[src/rtl/lif_neuron_multi_system.sv]
// N-channel leaky integrate-and-fire neuron with a serial, LSB-first parameter
// loader, programmable refractory period and saturating spike counter.
module lif_neuron_multi_system #(
  parameter int NUM_CH = 4,
  parameter int IN_W   = 3,
  parameter int W_W    = 3,
  parameter int V_W    = 8,
  parameter int LC_W   = 4,
  parameter int RF_W   = 3
) (
  input  logic                   clk,
  input  logic                   reset,
  input  logic                   enable,
  input  logic                   input_enable,
  input  logic [NUM_CH*IN_W-1:0] chan_in,
  input  logic                   load_mode,
  input  logic                   serial_data,
  output logic                   spike_out,
  output logic [V_W-1:0]         v_mem_out,
  output logic                   params_ready,
  output logic                   refractory,
  output logic [7:0]             spike_count
);

  localparam int FL   = NUM_CH*W_W + 2*V_W + LC_W + RF_W;
  localparam int BC_W = $clog2(FL + 1);
  localparam int S_W  = IN_W + W_W + $clog2(NUM_CH);
  localparam int X_W  = V_W + S_W + 2;
  localparam int L_LO = NUM_CH*W_W;

  typedef enum logic [1:0] {
    ST_IDLE      = 2'd0,
    ST_INTEGRATE = 2'd1,
    ST_REFRACT   = 2'd2
  } state_t;

  logic [FL-2:0]          shreg_r;
  logic [BC_W-1:0]        bit_cnt_r;
  logic                   load_mode_d_r;
  logic                   params_ready_r;
  logic [NUM_CH*W_W-1:0]  weights_r;
  logic [V_W-1:0]         leak_rate_r;
  logic [V_W-1:0]         threshold_r;
  logic [LC_W-1:0]        leak_cycles_r;
  logic [RF_W-1:0]        refrac_cycles_r;
  state_t                 state_r;
  logic [V_W-1:0]         v_mem_r;
  logic [LC_W-1:0]        leak_ctr_r;
  logic [RF_W-1:0]        refrac_ctr_r;
  logic                   spike_r;
  logic                   refractory_r;
  logic [7:0]             spike_count_r;

  logic [FL-1:0]          frame_s;
  logic [BC_W-1:0]        cnt_base_s;
  logic [S_W-1:0]         sum_s;
  logic                   leak_s;
  logic [X_W-1:0]         leak_amt_s;
  logic [X_W-1:0]         v_wide_s;
  logic [V_W-1:0]         v_clip_s;
  logic                   spike_s;

  // Frame as it would look with this cycle's bit; a rising load_mode restarts at bit 0
  always_comb begin
    frame_s = {serial_data, shreg_r};
    if (load_mode && !load_mode_d_r) begin
      cnt_base_s = '0;
    end else begin
      cnt_base_s = bit_cnt_r;
    end
  end

  // Serial loader: shift bits in, commit the frame on its last bit
  always_ff @(posedge clk) begin
    if (reset) begin
      shreg_r         <= '0;
      bit_cnt_r       <= '0;
      load_mode_d_r   <= 1'b0;
      params_ready_r  <= 1'b0;
      weights_r       <= '0;
      leak_rate_r     <= '0;
      threshold_r     <= '0;
      leak_cycles_r   <= '0;
      refrac_cycles_r <= '0;
    end else if (enable) begin
      load_mode_d_r <= load_mode;
      if (load_mode) begin
        if (cnt_base_s < BC_W'(FL)) begin
          shreg_r        <= frame_s[FL-1:1];
          bit_cnt_r      <= cnt_base_s + BC_W'(1);
          params_ready_r <= (cnt_base_s == BC_W'(FL - 1));
          if (cnt_base_s == BC_W'(FL - 1)) begin
            weights_r       <= frame_s[L_LO-1:0];
            leak_rate_r     <= frame_s[L_LO +: V_W];
            threshold_r     <= frame_s[L_LO+V_W +: V_W];
            leak_cycles_r   <= frame_s[L_LO+2*V_W +: LC_W];
            refrac_cycles_r <= frame_s[L_LO+2*V_W+LC_W +: RF_W];
          end
        end
      end else begin
        bit_cnt_r <= '0;
      end
    end
  end

  // Weighted input sum, leak decision and clipped next membrane value
  always_comb begin
    sum_s = '0;
    if (input_enable) begin
      for (int i = 0; i < NUM_CH; i++) begin
        sum_s = sum_s + S_W'(chan_in[i*IN_W +: IN_W]) * S_W'(weights_r[i*W_W +: W_W]);
      end
    end else begin
      sum_s = '0;
    end
    leak_s = (leak_ctr_r == leak_cycles_r);
    if (leak_s) begin
      leak_amt_s = X_W'(leak_rate_r);
    end else begin
      leak_amt_s = '0;
    end
    v_wide_s = X_W'(v_mem_r) + X_W'(sum_s) - leak_amt_s;
    if (v_wide_s[X_W-1]) begin
      v_clip_s = '0;
    end else if (|v_wide_s[X_W-2:V_W]) begin
      v_clip_s = '1;
    end else begin
      v_clip_s = v_wide_s[V_W-1:0];
    end
    spike_s = (v_clip_s >= threshold_r);
  end

  // Neuron state machine with registered spike, refractory and counter outputs
  always_ff @(posedge clk) begin
    if (reset) begin
      state_r       <= ST_IDLE;
      v_mem_r       <= '0;
      leak_ctr_r    <= '0;
      refrac_ctr_r  <= '0;
      spike_r       <= 1'b0;
      refractory_r  <= 1'b0;
      spike_count_r <= '0;
    end else if (enable) begin
      if (load_mode || !params_ready_r) begin
        state_r      <= ST_IDLE;
        v_mem_r      <= '0;
        leak_ctr_r   <= '0;
        refrac_ctr_r <= '0;
        spike_r      <= 1'b0;
        refractory_r <= 1'b0;
      end else begin
        case (state_r)
          ST_IDLE: begin
            state_r      <= ST_INTEGRATE;
            spike_r      <= 1'b0;
            refractory_r <= 1'b0;
          end
          ST_INTEGRATE: begin
            if (spike_s) begin
              spike_r    <= 1'b1;
              v_mem_r    <= '0;
              leak_ctr_r <= '0;
              if (spike_count_r != 8'hFF) begin
                spike_count_r <= spike_count_r + 8'd1;
              end
              if (refrac_cycles_r != RF_W'(0)) begin
                state_r      <= ST_REFRACT;
                refrac_ctr_r <= refrac_cycles_r;
                refractory_r <= 1'b1;
              end
            end else begin
              spike_r    <= 1'b0;
              v_mem_r    <= v_clip_s;
              leak_ctr_r <= leak_s ? LC_W'(0) : leak_ctr_r + LC_W'(1);
            end
          end
          ST_REFRACT: begin
            spike_r <= 1'b0;
            v_mem_r <= '0;
            if (refrac_ctr_r < RF_W'(2)) begin
              state_r      <= ST_INTEGRATE;
              refrac_ctr_r <= '0;
              refractory_r <= 1'b0;
            end else begin
              refrac_ctr_r <= refrac_ctr_r - RF_W'(1);
            end
          end
          default: begin
            state_r      <= ST_IDLE;
            v_mem_r      <= '0;
            spike_r      <= 1'b0;
            refractory_r <= 1'b0;
          end
        endcase
      end
    end
  end

  assign spike_out    = spike_r;
  assign v_mem_out    = v_mem_r;
  assign params_ready = params_ready_r;
  assign refractory   = refractory_r;
  assign spike_count  = spike_count_r;

endmodule

[config.mk]
export PLATFORM = sky130hd
export DESIGN_NAME = lif_neuron_multi_system
export DESIGN_NICKNAME = d
export VERILOG_FILES = /design/src/rtl/lif_neuron_multi_system.sv
export SDC_FILE = /design/constraint.sdc
export NUM_CORES = 1
export LEC_CHECK = 0
export CAP_MARGIN = 5
export CORE_ASPECT_RATIO = 1.75
export CORE_MARGIN = 5
export CORE_UTILIZATION = 55
export CTS_CLUSTER_SIZE = 24
export DETAILED_ROUTE_END_ITERATION = 6
export PLACE_DENSITY = 0.75
export SYNTH_ARGS = -nofsm -noshare
export SYNTH_HDL_FRONTEND = slang
export SYNTH_SLANG_ARGS = --single-unit
[constraint.sdc]
create_clock -name clk -period 17.4 [get_ports clk]
set_input_delay 2.61 -clock clk [delete_from_list [all_inputs] [get_ports clk]]
set_output_delay 2.61 -clock clk [all_outputs]
set_load 0.1 [all_outputs]
**Word-level counts from Yosys, hierarchy flattened**

Index checks and enable logic that the tools add are counted.
Widths: inputs -> output; s select.

- Bits in registers: 104
- Output and inout bits: 19
- Logic and storage cells: 92

- Multiplexer cells: 32
- $lt $le $gt $ge: 3
- Equal/unequal tests: 10
- Add/sub/neg operators: 9
- $mul: 4
- Reduce and logical (&&, ||, !) cells: 17
- Bitwise operators: 1

Operator list:

| cell | count |
|---|---|
| $mux 8 | 6 |
| $mul 3x3->6 | 4 |
| $mux 6 | 3 |
| $sub 9x18->18 | 1 |
| $mux 4 | 4 |
| $pmux 8 s2 | 1 |
| $mux 3 | 4 |
| $reduce_and 4->1 | 3 |
| $add 8x8->9 | 1 |
| $ne 3x3->1 const B | 3 |
| $reduce_or 9->1 | 1 |
| $add 7x6->8 | 1 |
| $add 8x1->8 const B | 1 |
| $add 8x6->8 | 1 |
| $ge 8x8->1 | 1 |
| $mux 2 | 4 |
| $ne 8x8->1 const B | 1 |
| $add 6x6->7 | 1 |
| $mux 1 | 7 |
| $add 6x1->6 const B | 1 |
| $eq 6x6->1 const B | 1 |
| $lt 6x6->1 const B | 1 |
| $pmux 2 s3 | 1 |
| $pmux 3 s2 | 1 |
| 19 further kinds | 23 |

**Depth between registers and ports, before layout**

- Depth after elaboration: 14
- Depth in mapped cells: 37
- Mapped depth without buffers: 35

**Least setup slack after synthesis**

No wires, ideal clock.

- Kind: input to register
- Start point: input chan_in[6]
- End point: register spike_count_r[4] (netlist: spike_count[4])
- Path slack: 7279 ps
- Arrival: 10051 ps
- Stages: 34
- Path through: and2_1 fa_1 inv_1 fa_1 inv_1 fa_1 fa_1 inv_1 fa_1 inv_1 ha_1 a21o_1 a21oi_1 xnor2_1 nand2_1 fa_1 inv_1 ha_1 o21ai_0 and2_1 nor2_1 a21oi_1 ha_1 nand2b_1 a221oi_1 o21ai_1 nor2_1 or2_2 ha_1 nand2b_1 a21oi_2 o31a_2 or4_1 a21oi_1

- Word-level cells in the longest chain between the ends: 11

Ends and longest elaborated chain:

| item | RTL line | source |
|---|---|---|
| start: declaration | 15 | `input logic [NUM_CH*IN_W-1:0] chan_in,` |
| $mul 3x3->6 * | 111 | `sum_s = sum_s + S_W'(chan_in[i*IN_W +: IN_W]) * S_W'(weights_r[i*W_W +: W_W]);` |
| $add 7x6->8 * | 111 |  |
| $add 8x6->8 * | 111 |  |
| $mux 8 * | 109 | `if (input_enable) begin` |
| $add 8x8->9 * | 122 | `v_wide_s = X_W'(v_mem_r) + X_W'(sum_s) - leak_amt_s;` |
| $sub 9x18->18 * | 122 |  |
| $reduce_or 9->1 | 125 | `end else if (\|v_wide_s[X_W-2:V_W]) begin` |
| $mux 8 | 125 |  |
| $mux 8 * | 123 | `if (v_wide_s[X_W-1]) begin` |
| $ge 8x8->1 * | 130 | `spike_s = (v_clip_s >= threshold_r);` |
| $reduce_and 5->1 (no source line) * | - |  |
| end signal: assignment | 164 | `spike_count_r <= spike_count_r + 8'd1;` |
| end: declaration | 52 | `logic [7:0] spike_count_r;` |

Every way passes the cells marked *; elsewhere a longest branch is shown, timed or not.
A chain may end at the register's enable or synchronous reset.

**Worst setup path in the final report**

- Start point: input chan_in[3]
- End point: register v_mem_r[1] (netlist: v_mem_out[1])

- Word-level cells in the longest chain between the ends: 14

Ends and longest elaborated chain:

| item | RTL line | source |
|---|---|---|
| $mul 3x3->6 * | 111 |  |
| $add 6x6->7 * | 111 |  |
| $add 7x6->8 * | 111 |  |
| $add 8x6->8 * | 111 |  |
| $mux 8 * | 109 |  |
| $add 8x8->9 * | 122 |  |
| $sub 9x18->18 * | 122 |  |
| $reduce_or 9->1 | 125 |  |
| $mux 8 | 125 |  |
| $mux 8 * | 123 |  |
| $ge 8x8->1 | 130 |  |
| $mux 8 * | 159 | `if (spike_s) begin` |
| $pmux 8 s2 * | 152 | `case (state_r)` |
| $mux 8 * | 144 | `if (load_mode \|\| !params_ready_r) begin` |
| end signal: assignment | 173 | `v_mem_r <= v_clip_s;` |
| end: declaration | 47 | `logic [V_W-1:0] v_mem_r;` |

Marked as above.

==> results by group <==
Status
  • Outcome: finished, final reports clean

Timing
  • Final Worst Setup Slack: 6.32 ns
  • Slew @ Worst Pin: 1.18 ns
  • Fin crit share: 0.637
  • Post-Route Skew: 0.00491 ns
  • Setup TNS: 0 ns
  • Worst rel slew slack: 0.216
  • Fmax: 90.3 MHz
  • Max Slew Vio Count: 0
  • Final hold viol count: 0
  • Setup violators final: 0
  • Period minus WS final: 11.08 ns
  • Unrepaired setup endpoints after global routing: no

Routing
  • DR vias: 5233
  • Wire per inst: 14.4 µm
  • Final wirelength: 13.5 mm
  • Drt via density: 5.58
  • Antenna Nets Post-Route: 0
  • Pre-Repair DR Iteration Count: 4
  • Initial DRC Count: 262
  • Drt drc: 0

Setup path
  • CP endpoint kind: flop
  • Worst r2r path cells: 34
  • Worst Path Max Fanout: 23
  • R2R Path Start: weights_r[8]$_SDFFE_PP0P_
  • Data required, critical path: 17.66 ns
  • Most used cell, CP: fa_1
  • Flop2flop setup slack: 8.71 ns
  • Slowest cell on crit path: fa_1
  • Worst Setup Start Kind: input port
  • RR Endpoint: v_mem_out[1]$_SDFFE_PP0P_
  • CP arrival: 11.34 ns
  • Slowest stage delay, CP: 0.61 ns
  • CP Class: in -> reg

Clock tree
  • Clk root buf: clkbuf_16
  • CTS tree: done
  • Clock Latency Late Sink: 0.35 ns
  • Post-CTS Setup Bufs: 0
  • H-Tree Depth: 3
  • Clk slew on worst S/H paths: 0.07 ns
  • Num CTS Buffers: 9
  • Clk buf depth: 2
  • Clk sinks: 104
  • Hold Buf Count CTS: 0
  • Cts repair resizes: 0

GRT
  • First-pass GRT wire length: 23.4 mm
  • Largest net degree at the start of global routing: 97
  • Tot GR Track Use: 0.206
  • Vias in the first global route: 5272
  • Initial antenna violation count: 0
  • GRT overflow: 0

Worst hold path
  • Hold crit path type: reg -> reg
  • Hold Path Depth: 2
  • Hold Crit Start: leak_rate_r[4]$_SDFFE_PP0P_
  • Min-Delay Endpoint: leak_rate_r[4]$_SDFFE_PP0P_

Logic synthesis
  • Ys flop type: dfxtp_1
  • Yosys Warn Count: 0
  • Number of library cell types mapped by synthesis: 56
  • Mapped Nets: 871
  • Top-area cell type share of the netlist area: 0.332
  • FF+latch count, synth: 104
  • Syn Inst Count: 777
  • Seq/Total Area, Yosys: 0.332
  • Synth top area cells: dfxtp_1 33%, nand2_1 11%, fa_1 11%
  • Synthesized cell area: 0.00626 mm²
  • Synth Area per Inst: 8.06 µm²
  • Synth top cells by count: 177 x nand2_1, 104 x dfxtp_1, 100 x a21oi_1
  • Cell taking the most area after synthesis: dfxtp_1
  • Async S/R FF share, synth: 0
  • Count leader, synth: nand2_1
  • Post-synth EDFFs: 0

Pwr
  • Pwr/cell area: 65.8 mW/mm²
  • Leak: 2.81 nW
  • Tot Pwr: 0.460 mW
  • Max VDD drop: 70.9 µV

Cells and area
  • Fill cell count: 959
  • # nets final: 895
  • Fin area: 0.00700 mm²
  • Area delta synth->final: 11.7%
  • Layout cells sized above 1: 0.0397
  • Diode count: 0

Floorplanning
  • Die height: 151 µm
  • Die ar.: 0.0137 mm²
  • Core area: 0.0112 mm²
  • # IOs: 37
  • Initial cell density of the core: 0.561
  • Die W: 90.7 µm
  • Row Count: 51

Flow run
  • Max Cap Violations: 0

Placed design
  • Placed inst area: 0.00669 mm²
  • Post-DP HPWL: 10.3 mm
  • GP Congestion: 0.911
  • Port bufs: 36
  • Worst slack, placed: 5.96 ns
[worst max path at each step]
stage / from / to
4_1_cts: chan_in[3] / refrac_ctr_r[1]$_SDFFE_PP0P_
2_1_floorplan: chan_in[6] / spike_count[4]$_SDFFE_PP0P_
3_5_place_dp: chan_in[3] / refrac_ctr_r[1]$_SDFFE_PP0P_
3_3_place_gp: chan_in[6] / refrac_ctr_r[1]$_SDFFE_PP0P_
6_report: chan_in[3] / v_mem_out[1]$_SDFFE_PP0P_
5_1_grt: chan_in[6] / v_mem_out[6]$_SDFFE_PP0P_
[area by class of cell]
class	instances	area, µm²	share of cell area
Clock buffer	9	225	0.0322
Clock inverter	7	81.3	0.0116
Inverter	72	270	0.0386
Multi-Input combinational cell	573	3780	0.540
Sequential cell	104	2080	0.297
Tap cell	132	165	0.0236
Timing Repair Buffer	41	393	0.0561
[cell usage in the layout, fill, tap and decap left out, drive strengths merged, types with 6 or more instances in the layout]
cell type and n:
inv 73, and2 41, buf 6, clkdlybuf4s50 35, fa 33, ha 43, nor2 28, nand3 8
clkbuf 9, nand2 178, dfxtp 104, nor3 7, xnor2 6, o21ai 25, nand2b 11, a21oi 102
nor2b 10
[sequential cells by signal, indices dropped and copies added (netlist names)]
signal,count
leak_cycles_r,4
shreg_r,34
refrac_ctr_r,3
leak_rate_r,8
bit_cnt_r,6
refractory,1
weights_r,12
spike_count,8
threshold_r,8
leak_ctr_r,4
v_mem_out,8
spike_out,1
state_r,2
refrac_cycles_r,3
load_mode_d_r,1
params_ready,1
[power by group]
group	internal (mW)	total (mW)	switching (mW)
Clock	0.113	0.205	0.0922
Combinational	0.00529	0.0162	0.0109
Sequential	0.238	0.239	0.000487
Total	0.357	0.460	0.104
[worst max-delay path, delay by kind of cell]
family / cells / cell delay (ns)
AND/OR/NAND/NOR: 8 / 1.13
AO/OA/AOI/OAI: 10 / 2.50
adder cells (fa/ha/maj): 10 / 4.22
buffers and inverters: 5 / 0.73
XOR/XNOR: 1 / 0.14
[cells by family (layout without fill, tap and decap cells)]
group                      count (synthesis)  in the layout  synth area share
muxes                                      2              2           0.00320
DFF                                      104            104             0.332
xor gates and xnor gates                  11             11            0.0154
adders and majority gates                 76             76             0.191
and+or+nand+nor                          315            315             0.236
AOI/OAI and AO/OA                        169            169             0.158
buffers and inverters                    100            129            0.0639
[per-stage QoR]
step                hold slack (ns)  utilization  std cells
floorplan                     0.432            -        777
global placement              0.439        0.599        922
detailed placement            0.444        0.599        922
CTS                           0.453        0.627        938
global route                  0.477        0.627        938
finish                        0.450        0.627        938
[layer usage]
metal | wire, µm | vias to the layer above | GRT usage
li1 | - | 2630 | -
met1 | 5160 | 2518 | 0.222
met2 | 7650 | 62 | 0.398
met3 | 338 | 23 | 0.0298
met4 | 365 | 0 | 0.0812
met5 | 0 | - | 0
No activity file was read; power rests on OpenSTA's default activity.
==> variant 1: new RTL, same flow settings <==
The 3 states of `state_t` get a one-hot encoding in 3 bits.
--- a/src/rtl/lif_neuron_multi_system.sv
+++ b/src/rtl/lif_neuron_multi_system.sv
@@ -28,10 +28,10 @@
   localparam int X_W  = V_W + S_W + 2;
   localparam int L_LO = NUM_CH*W_W;
 
-  typedef enum logic [1:0] {
-    ST_IDLE      = 2'd0,
-    ST_INTEGRATE = 2'd1,
-    ST_REFRACT   = 2'd2
+  typedef enum logic [2:0] {
+    ST_IDLE      = 3'b001,
+    ST_INTEGRATE = 3'b010,
+    ST_REFRACT   = 3'b100
   } state_t;
 
   logic [FL-2:0]          shreg_r;
Formal check against the unedited RTL: no difference found for any inputs over 10 cycles, from zero or initial values and one cycle with reset high; not proved beyond that.
==> variant 1 against the unedited design <==
- largest power group unchanged
- area after synthesis up 3.8%
- wire length up 3.7%
- highest routed layer unchanged
- final area up 3.1%
- via count up 2.2%
- clock skew up 0.00083 ns
- critical endpoint is now spike_count[7]
- worst setup slack worse by 0.0086 ns
- sequential share of layout area down 0.61 points
- first-iteration DRC count up 9.5%
- sequential cell count up 1
- total power down 1.1%
- global-route usage down 0.37 points
==> variant 1: results (changes against the unedited design) <==
Detailed Routing Iterations Pass 1 5 (was 4); clock-pin slew on the worst setup and hold paths 0.07 ns (about the same); largest cells by area after synthesis dfxtp_1 (32%), fa_1 (10%), nand2_1 (10%) (was dfxtp_1 (33%), nand2_1 (11%), fa_1 (11%)); Placed Area 6930 um^2 (was 6690 um^2); worst vdd ir 0.0828 mV (was 0.0709 mV); post-synthesis compound-gate area fraction 17.3% (was 15.8%); Arrival @ worst endpoint 11.33 ns (was 11.34 ns); placed cells 929 (was 922); skew final 0.00574 ns (was 0.00491 ns); NetSw 108 uW (was 104 uW); M2 GR Usage 38.8% (was 39.8%); max incr delay on CP 0.83 ns (was 0.61 ns); post-synthesis adder-cell area fraction 18.4% (was 19.1%); M1 WL 5510 um (was 5160 um); number of global-route vias before repair 5,211 (was 5,272); slowest stage cell on the critical path o31ai_2 (was fa_1); Vias/cell 5.66 (was 5.58); post-synth cell types 72 (was 56); GPL Wtd Cong 0.820 (was 0.911); post-layout power 455 uW (was 460 uW); Lkg Pwr 0.00286 uW (was 0.00281 uW); met1 GRT Util 22.3% (was 22.2%); largest net degree at the start of global routing 102 (was 97); dpl hpwl 10,700 um (was 10,300 um); Combinational Power Share 4.0% (was 3.5%); Critical Path Fanout Max 12 (was 23); M3 GR Usage 2.84% (was 2.98%); Setup WS pre-CTS 5.91 ns (was 5.96 ns); actual slew at the worst max-slew pin 1.02 ns (was 1.18 ns); GR peak layer met2 (unchanged); total number of vias 5,349 (was 5,233); xor/xnor share of the synthesized area 1.35% (was 1.54%); mux share of post-synthesis cell area 0.866% (was 0.320%); register area share after synthesis 32.3% (was 33.2%); GRT Util Overall 20.3% (was 20.6%); Root Driver clkbuf_16 (unchanged); Iteration-0 DRC Markers 287 (was 262); nets@finish 899 (was 895); syn_nets 881 (was 871); Seq pwr share 53.1% (was 51.9%); global-route wire length before repair 23,700 um (was 23,400 um); outcome finished clean (unchanged); post-synthesis cell count 787 (was 777)
==> variant 1: changes by cell type after synthesis, moves of 3 or more <==
cell / change
a211oi_1: +6
o21ai_2: +7
o2bb2ai_1: -3
mux2_2: +3
or4_1: -3
o211ai_1: -3
clkbuf_1: +7
o21ai_0: -16
a21oi_1: -11
==> variant 1: path summary, 6_finish.rpt <==
check,slack [ns],endpoint,cells after the start,start
min reg2reg,0.45,refractory,2,refractory
max,6.31,spike_count[7],32,chan_in[6]
max reg2reg,8.66,spike_count[7],31,weights_r[8]
min,0.45,refractory,2,refractory
==> variant 1: area by class of cell <==
type,instances,area (um^2)
clock buffer,10,229
clock inverter,6,56.3
sequential,105,2100
timing repair buffer,42,400
inverter,71,267
fill,1015,4370
multi-input combinational,576,3990
tap,135,169
==> variant 1: worst min-delay path, stage by stage (launching register included) <==
cell	delay, ns
dfxtp_1	0.31
inv_1	0.05
a21oi_1	0.05
==> variant 2: new RTL, config.mk and constraints unchanged <==
Made on the original files. Set the parameter `RF_W` to 6 (it was 3).
--- a/src/rtl/lif_neuron_multi_system.sv
+++ b/src/rtl/lif_neuron_multi_system.sv
@@ -6,7 +6,7 @@
   parameter int W_W    = 3,
   parameter int V_W    = 8,
   parameter int LC_W   = 4,
-  parameter int RF_W   = 3
+  parameter int RF_W   = 6
 ) (
   input  logic                   clk,
   input  logic                   reset,
Check against the original RTL: no difference found for any inputs over 10 cycles, from zero or initial values and one cycle with reset high; that may be too few to reach the edited logic, so the function may still have changed.
==> variant 2 against the unedited design <==
- worst setup slack worse by 0.17 ns
- sequential share of layout area fell by 1.0 points
- area after synthesis is 8.3% higher
- total power is 37% higher
- critical path depth unchanged
- die area rose by 7.6%
- wire length increased by 14%
- final area rose by 12%
- clock power up 72%
- sequential cell count increased by 9
==> variant 2: results (changes against the unedited design) <==
clock-pin slew on the worst setup and hold paths 0.06 ns; prevailing post-synth register cell dfxtp_1 (unchanged); Root Driver clkbuf_16 (unchanged); dpl hpwl 11,600 um (was 10,300 um); initial antenna violation count 0 (unchanged); ant diodes 0 (unchanged); mux share of post-synthesis cell area 0.609% (was 0.320%); Lkg Pwr 0.00311 uW (was 0.00281 uW); largest cells by area after synthesis dfxtp_1 (33%), nand2_1 (10%), fa_1 (9.7%) (was dfxtp_1 (33%), nand2_1 (11%), fa_1 (11%)); post-synthesis compound-gate area fraction 17.3% (was 15.8%); nets@finish 946 (was 895); actual slew at the worst max-slew pin 0.993 ns (was 1.18 ns); worst vdd ir 0.0995 mV (was 0.0709 mV); min-delay src leak_rate_r[5] (was leak_rate_r[4]); global-route wire length before repair 26,100 um (was 23,400 um); slowest stage cell on the critical path fa_1 (unchanged); top post-synthesis cells by count nand2_1 (185), dfxtp_1 (113), a21oi_1 (106) (was nand2_1 (177), dfxtp_1 (104), a21oi_1 (100)); Arrival @ worst endpoint 11.55 ns (was 11.34 ns); Async S/R FF share, synth 0% (unchanged); syn_nets 921 (was 871); setup repair bufs after CTS 0 (unchanged); total number of vias 5,715 (was 5,233); GPL Wtd Cong 0.926 (was 0.911); Iteration-0 DRC Markers 306 (was 262); max incr delay on CP 0.62 ns; GRT Util Overall 22.0% (was 20.6%); post-synthesis adder-cell area fraction 17.7% (was 19.1%); outcome finished clean (unchanged); Critical Path Fanout Max 15 (was 23); Max clock buf depth 2 (unchanged); share of layout cells above drive strength 1 6.01% (was 3.97%); register area share after synthesis 33.3% (was 33.2%); Synth warnings 0 (unchanged); skew final 0.00407 ns (was 0.00491 ns); H-tree lvl count 4 (was 3); fillcell total 1,052 (was 959); Crit Reg-Reg Startpoint weights_r[8] (unchanged); post-CTS sizing 0 (unchanged); wire per inst 14.9 um (was 14.4 um); post-synth cell types 67 (was 56); Detailed Routing Iterations Pass 1 5 (was 4); # port buffers 36 (unchanged); internal power 491 uW (was 357 uW); largest net degree at the start of global routing 98 (was 97); largest family of logic cells by synthesized area simple AND/OR/NAND/NOR gates (unchanged); hold crit path type reg2reg (unchanged); CTS Buf Count 17 (was 9); xor/xnor share of the synthesized area 1.29% (was 1.54%); largest registers shreg_r x37, weights_r x12 (was shreg_r x34, weights_r x12); worst skew pair latency 0.41 ns (was 0.35 ns); Worst Setup SP chan_in[6] (was chan_in[3])
==> variant 2: changes by cell type after synthesis, moves of 4 or more <==
cell | unedited run | this run
clkbuf_1 | 15 | 26
o21ai_0 | 24 | 14
dfxtp_1 | 104 | 113
a22o_1 | 0 | 8
nand2_1 | 177 | 185
a21oi_1 | 100 | 106
nand3_1 | 8 | 13
nor2_1 | 28 | 23
o21a_1 | 3 | 8
a31oi_1 | 2 | 6
nor2b_1 | 10 | 14
nor3_1 | 7 | 3
o2bb2ai_1 | 4 | 0
==> variant 2: area by class of cell <==
type / instances / share of cell area, %
clock buffer: 17 / 5.40
timing repair buffer: 41 / 5.02
multi-input combinational: 606 / 52.4
clock inverter: 15 / 2.34
tap: 165 / 2.62
sequential: 113 / 28.7
inverter: 73 / 3.48
==> variant 2: power groups by stage <==
stage	clock network, uW	logic (uW)	registers [uW]
2_1_floorplan	0	9.97	265
3_3_place_gp	0	16.6	265
3_5_place_dp	0	17.1	265
4_1_cts	358	17.1	260
5_1_grt	372	18.7	260
6_report	353	17.2	260
==> variant 2: routing by layer <==
metal,track usage [%],vias to the layer above,wire (um)
li1,-,2838,-
met1,23.5,2752,5940
met2,41.9,97,8660
met3,4.21,28,393
met4,8.13,0,380
met5,0,-,0
==> variant 2: logic make-up (layout without fill, tap and decap cells) <==
group | count (synthesis) | after routing
mux | 4 | 4
flops | 113 | 113
xor+xnor | 10 | 10
buf+inv | 108 | 146
compound gates | 187 | 187
simple gates | 329 | 329
fa+ha+maj | 76 | 76
==> variant 2: critical path: cells and delay by family <==
| family | cells | cell delay [ns] |
|---|---|---|
| AO/OA/AOI/OAI | 10 | 2.58 |
| XOR/XNOR | 1 | 0.14 |
| adder cells (fa/ha/maj) | 10 | 4.36 |
| buffers and inverters | 6 | 0.71 |
| multiplexers | 1 | 0.31 |
| AND/OR/NAND/NOR | 6 | 0.81 |
==> variant 2: worst paths after layout <==
| kind | end | slack, ns | cells past startpoint |
|---|---|---|---|
| worst max register to register | spike_count[0] | 8.49 | 33 |
| worst max-delay path | spike_count[0] | 6.15 | 34 |
| worst min-delay path | leak_rate_r[5] | 0.45 | 2 |
| worst min register to register | leak_rate_r[5] | 0.45 | 2 |
==> variant 2: metrics by stage <==
step,setup slack (ns),area [um^2],hold slack (ns),std cells
after detailed placement,5.74,7260,0.445,998
after floorplan,7.17,6790,0.432,827
final,6.15,7870,0.451,1030
after CTS,6.18,7870,0.453,1030
after global placement,6.02,7260,0.442,998
after global routing,5.61,7870,0.469,1030
